$ cat config.mk
export PLATFORM = sky130hd
export DESIGN_NAME = mem_arbiter_flat
export DESIGN_NICKNAME = d
export VERILOG_FILES = /design/src/rtl/mem_arbiter_if.sv /design/src/rtl/mem_arbiter.sv /design/src/flat_wrapper.sv
export SDC_FILE = /design/constraint.sdc
export NUM_CORES = 1
export LEC_CHECK = 0
export ABC_AREA = 1
export CAP_MARGIN = 20
export CORE_ASPECT_RATIO = 0.75
export CORE_MARGIN = 2
export CORE_UTILIZATION = 29
export DETAILED_ROUTE_END_ITERATION = 16
export PLACE_DENSITY = 0.8
export SLEW_MARGIN = 20
export SYNTH_ARGS = -nofsm -noshare
export SYNTH_HDL_FRONTEND = slang
export SYNTH_SLANG_ARGS = --single-unit
$ cat constraint.sdc
create_clock -name clk -period 3.65 [get_ports clk]
set_input_delay 1.095 -clock clk [delete_from_list [all_inputs] [get_ports clk]]
set_output_delay 1.095 -clock clk [all_outputs]
set_load 0.005 [all_outputs]
$ cat src/rtl/mem_arbiter_if.sv
// Requester-side bus of the SRAM arbiter: per-port req/we/addr/wdata in,
// rdy/gnt/rdata back. Master = requesters, slave = arbiter.
interface mem_arbiter_if #(
  parameter int NPORTS = 3,
  parameter int AW     = 16,
  parameter int DW     = 16
);
  logic [NPORTS-1:0]    req;
  logic [NPORTS-1:0]    we;
  logic [NPORTS*AW-1:0] addr;
  logic [NPORTS*DW-1:0] wdata;
  logic [NPORTS-1:0]    rdy;
  logic [NPORTS-1:0]    gnt;
  logic [DW-1:0]        rdata;

  modport master (
    output req, we, addr, wdata,
    input  rdy, gnt, rdata
  );

  modport slave (
    input  req, we, addr, wdata,
    output rdy, gnt, rdata
  );
endinterface

$ cat src/rtl/mem_arbiter.sv
// N-port arbiter for one single-ported synchronous SRAM.
// Fixed or round-robin grant, optional port-0 priority, RD_LAT-deep completion pipe.
module mem_arbiter #(
  parameter int NPORTS   = 3,
  parameter int AW       = 16,
  parameter int DW       = 16,
  parameter int RD_LAT   = 1,
  parameter int ARB_MODE = 1,
  parameter int P0_PRIO  = 1
) (
  input  logic          clk,
  input  logic          reset,
  mem_arbiter_if.slave  bus,
  output logic [AW-1:0] mem_addr,
  output logic [DW-1:0] mem_wdata,
  output logic          mem_we,
  output logic          mem_re,
  input  logic [DW-1:0] mem_rdata
);

  localparam int PW = (NPORTS > 1) ? $clog2(NPORTS) : 1;
  localparam int L  = RD_LAT - 1;

  logic [PW-1:0] ptr;
  logic [PW-1:0] gidx;
  logic          gvld;
  logic          rr_hit;
  logic          g_we;
  int            j;

  logic [RD_LAT-1:0] pv;
  logic [RD_LAT-1:0] prd;
  logic [PW-1:0]     pidx [RD_LAT];
  logic [DW-1:0]     rd_q;
  logic              rd_hit;

  // Scan downwards so the lowest index (or the one nearest ptr) wins last.
  always_comb begin
    gvld   = 1'b0;
    gidx   = '0;
    rr_hit = 1'b0;
    j      = 0;
    if (P0_PRIO != 0 && bus.req[0]) begin
      gvld = 1'b1;
    end else if (ARB_MODE == 0 || NPORTS == 1) begin
      for (int i = NPORTS - 1; i >= 0; i--) begin
        if (bus.req[i]) begin
          gvld = 1'b1;
          gidx = PW'(i);
        end
      end
    end else begin
      for (int k = NPORTS - 1; k >= 0; k--) begin
        j = (int'(ptr) + k) % NPORTS;
        if (bus.req[j]) begin
          gvld   = 1'b1;
          rr_hit = 1'b1;
          gidx   = PW'(j);
        end
      end
    end
  end

  always_comb begin
    bus.gnt = '0;
    if (gvld) bus.gnt[gidx] = 1'b1;
  end

  always_comb begin
    g_we      = bus.we[gidx];
    mem_we    = gvld & g_we;
    mem_re    = gvld & ~g_we;
    mem_addr  = '0;
    mem_wdata = '0;
    if (gvld) begin
      mem_addr  = bus.addr[int'(gidx)*AW +: AW];
      mem_wdata = bus.wdata[int'(gidx)*DW +: DW];
    end
  end

  always_ff @(posedge clk or posedge reset) begin
    if (reset) begin
      ptr <= '0;
    end else if (rr_hit) begin
      ptr <= (int'(gidx) == NPORTS - 1) ? '0 : gidx + 1'b1;
    end
  end

  always_ff @(posedge clk or posedge reset) begin
    if (reset) begin
      pv  <= '0;
      prd <= '0;
      for (int i = 0; i < RD_LAT; i++) pidx[i] <= '0;
    end else begin
      pv[0]   <= gvld;
      prd[0]  <= gvld & ~g_we;
      pidx[0] <= gidx;
      for (int i = 1; i < RD_LAT; i++) begin
        pv[i]   <= pv[i-1];
        prd[i]  <= prd[i-1];
        pidx[i] <= pidx[i-1];
      end
    end
  end

  always_comb begin
    bus.rdy = '0;
    if (pv[L]) bus.rdy[pidx[L]] = 1'b1;
  end

  // SRAM data lands in the completion cycle; pass it through, then hold it.
  assign rd_hit    = pv[L] & prd[L];
  assign bus.rdata = rd_hit ? mem_rdata : rd_q;

  always_ff @(posedge clk or posedge reset) begin
    if (reset) begin
      rd_q <= '0;
    end else if (rd_hit) begin
      rd_q <= mem_rdata;
    end
  end

endmodule

$ cat src/flat_wrapper.sv
// flat-port wrapper written by rule: the top's interface ports become plain ports
module mem_arbiter_flat 
#(
  parameter int NPORTS   = 3,
  parameter int AW       = 16,
  parameter int DW       = 16,
  parameter int RD_LAT   = 1,
  parameter int ARB_MODE = 1,
  parameter int P0_PRIO  = 1
)
  (clk, reset, mem_addr, mem_wdata, mem_we, mem_re, mem_rdata, bus_req, bus_we, bus_addr, bus_wdata, bus_rdy, bus_gnt, bus_rdata);
  mem_arbiter_if #(.NPORTS(NPORTS), .AW(AW), .DW(DW)) bus_i ();
  input  logic clk;
  input  logic reset;
  output logic [AW-1:0] mem_addr;
  output logic [DW-1:0] mem_wdata;
  output logic mem_we;
  output logic mem_re;
  input  logic [DW-1:0] mem_rdata;
  input wire logic [$bits(bus_i.req)-1:0] bus_req;
  input wire logic [$bits(bus_i.we)-1:0] bus_we;
  input wire logic [$bits(bus_i.addr)-1:0] bus_addr;
  input wire logic [$bits(bus_i.wdata)-1:0] bus_wdata;
  output wire logic [$bits(bus_i.rdy)-1:0] bus_rdy;
  output wire logic [$bits(bus_i.gnt)-1:0] bus_gnt;
  output wire logic [$bits(bus_i.rdata)-1:0] bus_rdata;
  assign bus_i.req = bus_req;
  assign bus_i.we = bus_we;
  assign bus_i.addr = bus_addr;
  assign bus_i.wdata = bus_wdata;
  assign bus_rdy = bus_i.rdy;
  assign bus_gnt = bus_i.gnt;
  assign bus_rdata = bus_i.rdata;
  mem_arbiter #(.NPORTS(NPORTS), .AW(AW), .DW(DW), .RD_LAT(RD_LAT), .ARB_MODE(ARB_MODE), .P0_PRIO(P0_PRIO)) u_core (.clk(clk), .reset(reset), .bus(bus_i), .mem_addr(mem_addr), .mem_wdata(mem_wdata), .mem_we(mem_we), .mem_re(mem_re), .mem_rdata(mem_rdata));
endmodule
## Word-level counts from Yosys, hierarchy flattened

Index checks and enable logic that the tools add are counted.
W data, S select, Z words.

- Bits in registers: 22
- Word-level logic and storage cells: 57
- Input port bits: 120

- Reduce and logical (&&, ||, !) cells: 2
- Order comparisons: 7
- Equal/unequal tests: 1
- Multiplexer cells: 30
- Add/sub/neg operators: 3
- Bitwise operators: 4
- Shifts and indexed selects: 2
- Divide/modulo/power cells: 3

Operators with widths:

| operator | count |
|---|---|
| $lt A32 B4 Y1 const B | 3 |
| $shiftx A48 B7 Y16 | 2 |
| $mod A32 B3 Y32 const B | 2 |
| $mux W16 | 3 |
| $mod A3 B3 Y32 const B | 1 |
| $mux W1 | 14 |
| $mux W2 | 5 |
| $bmux W1 S2 | 4 |
| $lt A2 B3 Y1 const B | 2 |
| $mux W3 | 2 |
| $demux W1 S2 | 2 |
| $ge A2 B1 Y1 const B | 2 |
| $add A2 B1 Y3 const B | 1 |
| $add A2 B2 Y3 const B | 1 |
| $and A1 B1 Y1 | 3 |
| $add A2 B1 Y2 const B | 1 |
| $eq A2 B2 Y1 const B | 1 |
| $logic_and A1 B1 Y1 | 2 |
| $not A1 Y1 | 1 |

## Depth between registers and ports, before layout

Gate-level depths: netlist (run 1).

- Depth in word-level cells: 14
- Mapped depth: 14
- Mapped depth without buffers: 13

## Least setup slack after synthesis (run 1)

No wires, ideal clock.

- Path type: in2out
- Start point: input bus_req[0]
- End point: output mem_addr[10]
- Setup slack: 0.352 ns
- Arrival time: 2.203 ns
- Path buffers: 3
- Stages on the path: 12
- Cell sequence: buf_6 -> inv_4 -> nand2_1 -> nand3_2 -> nand3_2 -> nor2_2 -> nor2_4 -> and2_1 -> buf_6 -> buf_6 -> nand2_1 -> nand3_1

- Word-level cells in the longest chain between the ends: 9
- Elaborated cells on any way between the ends: 19
- Those cells by class: shift (1); mux (18)

Ends and longest elaborated chain:

| what | line | source |
|---|---|---|
| from (decl) | flat_wrapper.sv:20 | `input wire logic [$bits(bus_i.req)-1:0] bus_req;` |
| $bmux W1 S2 | mem_arbiter.sv:55 | `if (bus.req[j]) begin` |
| $mux W1 (not written as such) (2 in a row) | mem_arbiter.sv:55 |  |
| $mux W2 (3 in a row) | mem_arbiter.sv:55 |  |
| $mux W2 | mem_arbiter.sv:43 | `if (P0_PRIO != 0 && bus.req[0]) begin` |
| $shiftx A48 B7 Y16 | mem_arbiter.sv:76 | `mem_addr = bus.addr[int'(gidx)*AW +: AW];` |
| $mux W16 (*) | mem_arbiter.sv:75 | `if (gvld) begin` |
| to (decl) | flat_wrapper.sv:15 | `output logic [AW-1:0] mem_addr;` |

Mark *: on every way between the ends. The rest lies on a longest branch, timed or not. The select of a mux whose other input is x is not followed.

## Final worst setup path (run 1)

- Start point: input bus_req[0]
- End point: output mem_wdata[12]

- Word-level cells in the longest chain between the ends: 9
- Elaborated cells on any way between the ends: 19
- Those cells by class: shift (1); mux (18)

Ends and longest elaborated chain:

| what | line | source |
|---|---|---|
| $bmux W1 S2 | mem_arbiter.sv:55 |  |
| $mux W1 (not written as such) (2 in a row) | mem_arbiter.sv:55 |  |
| $mux W2 (3 in a row) | mem_arbiter.sv:55 |  |
| $mux W2 | mem_arbiter.sv:43 |  |
| $shiftx A48 B7 Y16 | mem_arbiter.sv:77 | `mem_wdata = bus.wdata[int'(gidx)*DW +: DW];` |
| $mux W16 (*) | mem_arbiter.sv:75 |  |
| to (decl) | flat_wrapper.sv:16 | `output logic [DW-1:0] mem_wdata;` |

Marked as above.

==> results of run 1 <==
-- area by class of cell --
class / instances / share of cell area
Inverter: 26 / 0.02625
Clock inverter: 1 / 0.007874
Clock buffer: 3 / 0.01083
Multi-Input combinational cell: 188 / 0.2805
Timing Repair Buffer: 200 / 0.5046
Tap cell: 78 / 0.02559
Sequential cell: 22 / 0.1444
-- worst reg2reg max path, cell delays in order (launching register included) --
cell,delay [ns]
sky130_fd_sc_hd__dfrtp_1,0.37
sky130_fd_sc_hd__inv_1,0.09
sky130_fd_sc_hd__ha_4,0.30
sky130_fd_sc_hd__inv_1,0.10
sky130_fd_sc_hd__nand3_2,0.12
sky130_fd_sc_hd__nand2_2,0.07
sky130_fd_sc_hd__inv_2,0.07
sky130_fd_sc_hd__nand3_4,0.09
sky130_fd_sc_hd__nor2_4,0.13
sky130_fd_sc_hd__nor2_4,0.05
sky130_fd_sc_hd__and2_4,0.15
sky130_fd_sc_hd__buf_4,0.13
sky130_fd_sc_hd__bufbuf_16,0.26
sky130_fd_sc_hd__buf_4,0.13
sky130_fd_sc_hd__o21bai_1,0.15
-- what timing repair did --
item / 4_1_cts / 5_1_grt
setup endpoints to repair: 36 / 15
pin swaps: 8 / 6
setup buffers: 3 / 4
resized for setup: 92 / 21
gates cloned: 2 / 0
-- synthesized netlist by cell type (all sizes together) (2+ instances only) --
cell type / n
o21ai: 2
nor3: 2
inv: 25
nand3: 42
dfrtp: 22
buf: 7
a21oi: 21
mux2: 16
ha: 2
clkbuf: 6
nand2: 86
and2: 2
nor2: 14
-- metal layers --
| layer | GRT usage | up-vias | wire length (um) |
|---|---|---|---|
| li1 | - | 1178 | - |
| met1 | 0.2095 | 1056 | 2683 |
| met2 | 0.3788 | 102 | 3590 |
| met3 | 0.03020 | 16 | 468 |
| met4 | 0.06302 | 0 | 156 |
| met5 | 0 | - | 0 |
-- state kept, by name (all words and copies together), names as in the netlist --
signal and flops:
u_core.rd_q 16, u_core.ptr 2, u_core.pidx 2, u_core.prd 1, u_core.pv 1
-- metrics by stage --
stage / cells / hold WS [ns] / setup WS [ns] / power, mW / setup TNS [ns]
final: 518 / 0.4987 / 0.04859 / 1.981 / 0
after global routing: 518 / 0.5119 / -0.05031 / 2.110 / -0.4859
after global placement: 505 / 0.4785 / -0.5440 / 1.648 / -18.06
after CTS: 514 / 0.5052 / -0.08649 / 1.942 / -0.2612
after detailed placement: 505 / 0.4860 / -0.6157 / 1.683 / -19.53
after floorplan: 249 / 0.4849 / 0.3520 / 0.9318 / 0
-- power breakdown --
part | internal [mW] | switching, mW
Clock | 0.146 | 0.0740
Sequential | 0.352 | 0.0348
Combinational | 0.807 | 0.566
-- worst max path at each step --
| stage | from | end | slack [ns] | depth (start not counted) |
|---|---|---|---|---|
| final | bus_req[0] | mem_wdata[12] | 0.05 | 13 |
| after global routing | bus_req[0] | mem_wdata[10] | -0.05 | 13 |
| after CTS | bus_req[0] | mem_wdata[7] | -0.09 | 13 |
| after detailed placement | bus_req[0] | mem_addr[13] | -0.62 | 12 |
| after global placement | bus_req[0] | mem_wdata[0] | -0.54 | 12 |
| after floorplan | bus_req[0] | mem_addr[10] | 0.35 | 12 |
-- kinds of logic (layout without fill, tap and decap cells) --
kind of cell / after synthesis / in the layout / synth area share
AO/OA/AOI/OAI: 24 / 24 / 0.07659
AND/OR/NAND/NOR: 146 / 146 / 0.3711
multiplexers: 16 / 16 / 0.1060
buffers and inverters: 39 / 230 / 0.1075
adder cells (fa/ha/maj): 2 / 2 / 0.01473
flip-flops: 22 / 22 / 0.3240
==> metrics.txt, run 1 <==
number of cells on the worst reg-to-reg path 14; Non-Filler Cell Area, Final 0.003814 sq mm; worst endpoint data arrival time 2.51 ns; Static Leak approximately 1.8 nW; Layout Area Growth over Synthesis 124.4%; pin count of the biggest net entering global routing 27; Via-to-Cell Ratio around 4.5; Core Util, Final 0.6649; area of placed instances 0.003611 sq mm; drt first-iter violations 61; post-detailed-placement half-perimeter wirelength 5519 um; delay of the slowest critical-path stage 0.26 ns; startpoint of the worst register-to-register path u_core.ptr[0]; top library cells by usage in the layout, fill and taps aside 137 x sky130_fd_sc_hd__clkdlybuf4s50_1, 77 x sky130_fd_sc_hd__nand2_1, 36 x sky130_fd_sc_hd__nand3_1; power density over the cells 519.3 mW/mm^2; Net Count, Synth 371; share of the synthesized area in the top cell type 0.3240; Worst Hold Launch u_core.rd_q[6]; worst endpoint required time 2.55 ns; cell area after synthesis 0.001699 sq mm; gr usage total 0.1933; routability cong. between 0.7 and 0.8; sequential-to-total area share from yosys stat 0.3240; Sink Count 22; nets 563; post-route ant nets 0; overflow left after global routing 0; first-pass GRT wire length 10190 um; critical register-to-register path endpoint u_core.ptr[1]; cell-by-cell trace of the critical path buf_4 -> inv_4 -> nand2_2 -> nand3_2 -> nand3_4 -> nor2_4 -> nor2_4 -> and2_4 -> buf_4 -> bufbuf_16 -> nand2_1 -> nand3_1 -> buf_2; routed wire length 6898 um; worst hold path depth 1; root buffer cell sky130_fd_sc_hd__clkbuf_8; status completed; transition time of the tightest slew-check pin 0.7974 ns; final setup vio count 0; endpoint of the worst hold path u_core.rd_q[6]; Avg Inst Size Synth 6.824 sq um; Worst Setup End Kind primary output; CP max FO 8; family of cells with the greatest summed delay on the critical path buffers and inverters; primary flip-flop cell chosen by synthesis mapping sky130_fd_sc_hd__dfrtp_1; die extent in y 70.29 um; highest achievable clock rate 277.7 MHz; total area of sequential cells 550.5 sq um; number of flip-flops and latches in the synthesized netlist 22; total number of placement rows 24; max-slew violations 0; Critical Setup Path Class in -> out; number of diodes added for antenna fixing 0; remaining routing DRC violations 0; number of enable-type register cells in the synthesized netlist 0; share of final-layout standard cells stronger than drive strength 1 0.1977; Floorplan Core Area 0.005736 sq mm; total clock buffers created by CTS 3; worst-case clock buffer depth 2; cell count after synthesis 249; number of antenna violations at the first check in global routing 0; final clock period utilization by the worst path 0.9867; htree depth 1; First-pass DRT Iterations 4; Slew headroom 0.4678; post-detailed-route wirelength per cell 13.32 um; top cells by area, synth sky130_fd_sc_hd__dfrtp_1 32%, sky130_fd_sc_hd__nand2_1 19%, sky130_fd_sc_hd__nand3_1 12%; slack of the worst reg-to-reg path 1.34 ns; footprint of the multi-input gates 0.001070 sq mm; number of fillers in the final layout 500; most common cell after layout, fill and taps aside sky130_fd_sc_hd__clkdlybuf4s50_1; Final min period 3.601 ns; number of top-level pins 176; Via Count 2352; setup repair after global routing missed its margin true; Horiz. Die Dim 92.39 um; area of the die 0.006494 sq mm; count of endpoints failing hold in the final timing report 0; Yosys warning count 0; unique cell type count in the Yosys netlist 22; worst hold-check path type reg -> reg; proportion of synthesized flip-flops having asynchronous set or reset 1.000; initial core utilization 0.2962; clock tree from TritonCTS done; clock transition time at the flip-flop clock pins of the worst setup and hold paths approximately 0.07 ns; maximum vdd drop ~230 uV; Max Cap Viol 0; final worst clock skew 0.007643 ns; count of input and output buffers 175; sort of element at the start of the critical path input pin; clock latency on the worst-skew pair 0.26 ns; leading area contributor after synthesis sky130_fd_sc_hd__dfrtp_1; hold buffers post-CTS 0; number of global-route vias before repair 2378; worst-path cell with the longest stage delay sky130_fd_sc_hd__bufbuf_16; count of buffer and inverter cells on the critical path 5
Note: power is estimated with default switching activity, not from simulation.
==> run 2, diff against run 1 <==
==> constraint.sdc (replaced) <==
create_clock -name clk -period 3.65 [get_ports clk]
set_input_delay 0.73 -clock clk [delete_from_list [all_inputs] [get_ports clk]]
set_output_delay 0.73 -clock clk [all_outputs]
set_load 0.005 [all_outputs]
==> metrics.txt, run 2 (synthesized netlist as in run 1, its figures left out) <==
status completed; remaining routing DRC violations 0; gr usage total 0.1823; Via-to-Cell Ratio ~4.5; root buffer cell sky130_fd_sc_hd__clkbuf_8; initial core utilization 0.2962; number of diodes added for antenna fixing 0; highest achievable clock rate about 280 MHz; share of final-layout standard cells stronger than drive strength 1 0.09647; final clock period utilization by the worst path 0.9700; number of standard cells in the layout, taps in and fillers out between 500 and 600; clock transition time at the flip-flop clock pins of the worst setup and hold paths 0.08 ns; total number of placement rows 24; nets 548; Core Util, Final 0.6353; Static Leak 1.588 nW; pin count of the biggest net entering global routing 27; worst-case clock buffer depth 2; transition time of the tightest slew-check pin 0.8375 ns; sort of element at the start of the critical path input pin; Horiz. Die Dim 92.39 um; number of top-level pins 176; Regs by FF count u_core.rd_q: 16 flops, u_core.pidx: 2 flops, u_core.ptr: 2 flops; routed wire length about 6200 um; Floorplan Core Area 0.005736 sq mm; max-slew violations 0; post-route ant nets 0; worst endpoint data arrival time 2.81 ns; top library cells by usage in the layout, fill and taps aside 175 x sky130_fd_sc_hd__clkdlybuf4s50_1, 85 x sky130_fd_sc_hd__nand2_1, 40 x sky130_fd_sc_hd__nand3_1; flip-flop count of the largest register after layout 16; First-pass DRT Iterations 4; worst hold-check path type reg -> reg; CP max FO 10; Sink Count 22; number of antenna violations at the first check in global routing 0; drt first-iter violations just under 90; number of global-route vias before repair 2164; final setup vio count 0; Max Cap Viol 0; worst endpoint required time 2.92 ns; most common cell after layout, fill and taps aside sky130_fd_sc_hd__clkdlybuf4s50_1; Via Count roughly 2.3k; first-pass GRT wire length 9818 um; overflow left after global routing 0; final-layout setup total negative slack 0 ns; Slew headroom 0.4410; number of post-CTS setup repair buffers 0; final worst clock skew 0.0009772 ns; clock latency on the worst-skew pair 0.26 ns; routability cong. slightly below 0.9; setup repair after global routing missed its margin false; count of input and output buffers 175; Layout Area Growth over Synthesis 114.4%; most flop-heavy register u_core.rd_q; htree depth 1; post-detailed-placement half-perimeter wirelength 5293 um; Critical Setup Path Class in -> out; total clock buffers created by CTS 3; Final min period 3.540 ns; post-detailed-route wirelength per cell 12.42 um; area of the die 0.006494 sq mm; clock tree from TritonCTS done; die extent in y 70.29 um; maximum vdd drop 244.7 uV; count of endpoints failing hold in the final timing report 0; hold buffers post-CTS 0; number of instances in the placed design between 400 and 500; Worst Setup End Kind primary output; power density over the cells 514.2 mW/mm^2
==> run 2: cell count changes in the layout (fill, tap and decap cells not counted), sizes merged <==
cell / before / now
clkbuf: 7 / 3
dlygate4sd2: 15 / 0
clkdlybuf4s15: 11 / 0
bufbuf: 1 / 0
clkinv: 1 / 0
buf: 32 / 10
clkdlybuf4s50: 137 / 175
clkinvlp: 0 / 1
==> run 2: repair_timing <==
| item | 4_1_cts | 5_1_grt |
|---|---|---|
| resized for setup | 0 | 2 |
| hold endpoints to repair | 0 | 0 |
| endpoints found under the setup margin | 0 | 20 |
==> run 2: worst paths after layout <==
| check | cells past startpoint | slack, ns | start | end |
|---|---|---|---|---|
| hold reg to reg | 1 | 0.50 | u_core.rd_q[2] | u_core.rd_q[2] |
| setup / recovery | 10 | 0.11 | bus_req[0] | mem_addr[14] |
| max in group asynchronous | 2 | 2.20 | reset | u_core.rd_q[2] |
| min in group asynchronous | 2 | 0.93 | reset | u_core.rd_q[12] |
| setup reg to reg | 12 | 1.70 | u_core.ptr[0] | u_core.ptr[1] |
| hold / removal | 1 | 0.50 | u_core.rd_q[2] | u_core.rd_q[2] |
==> run 2: critical path, cell delays in order <==
cell,delay [ns]
sky130_fd_sc_hd__clkdlybuf4s50_1,0.53
sky130_fd_sc_hd__inv_4,0.06
sky130_fd_sc_hd__o21ai_2,0.15
sky130_fd_sc_hd__nand2_1,0.08
sky130_fd_sc_hd__nand2_2,0.08
sky130_fd_sc_hd__nor2_2,0.06
sky130_fd_sc_hd__nand2_1,0.15
sky130_fd_sc_hd__clkinvlp_4,0.22
sky130_fd_sc_hd__a21oi_1,0.19
sky130_fd_sc_hd__clkdlybuf4s50_1,0.54
==> run 2: layer usage <==
layer | part of all wire | up-vias | wire [um] | track usage
li1 | - | 1152 | - | -
met1 | 0.40 | 1009 | 2525 | 0.2195
met2 | 0.50 | 98 | 3151 | 0.3309
met3 | 0.081 | 6 | 509 | 0.03883
met4 | 0.010 | 0 | 64 | 0.04312
met5 | 0 | - | 0 | 0
==> run 2: cell type report <==
class	instances	area, sq um
Tap cell	78	97.59
Fill cell	496	2092
Inverter	26	103.9
Multi-Input combinational cell	188	968.4
Timing Repair Buffer	185	1852
Sequential cell	22	550.5
Clock inverter	1	30.03
Clock buffer	3	41.29
==> run 2: per-stage QoR <==
stage / hold WS, ns / power [mW] / cell area, sq um / worst slack [ns]
3_3_place_gp: 0.4769 / 1.629 / 3566 / 0.1133
2_1_floorplan: 0.4849 / 0.9318 / 1699 / 1.082
3_5_place_dp: 0.4846 / 1.657 / 3566 / 0.08929
5_1_grt: 0.5128 / 2.002 / 3643 / 0.009476
6_report: 0.4981 / 1.874 / 3643 / 0.1096
4_1_cts: 0.5035 / 1.891 / 3637 / 0.08251
==> run 2: power breakdown <==
| group | internal (mW) | total [mW] | leakage (nW) | switching, mW |
|---|---|---|---|---|
| Clock | 0.146 | 0.224 | 0.0357 | 0.0781 |
| Sequential | 0.351 | 0.381 | 0.260 | 0.0292 |
| Combinational | 0.764 | 1.27 | 1.29 | 0.504 |
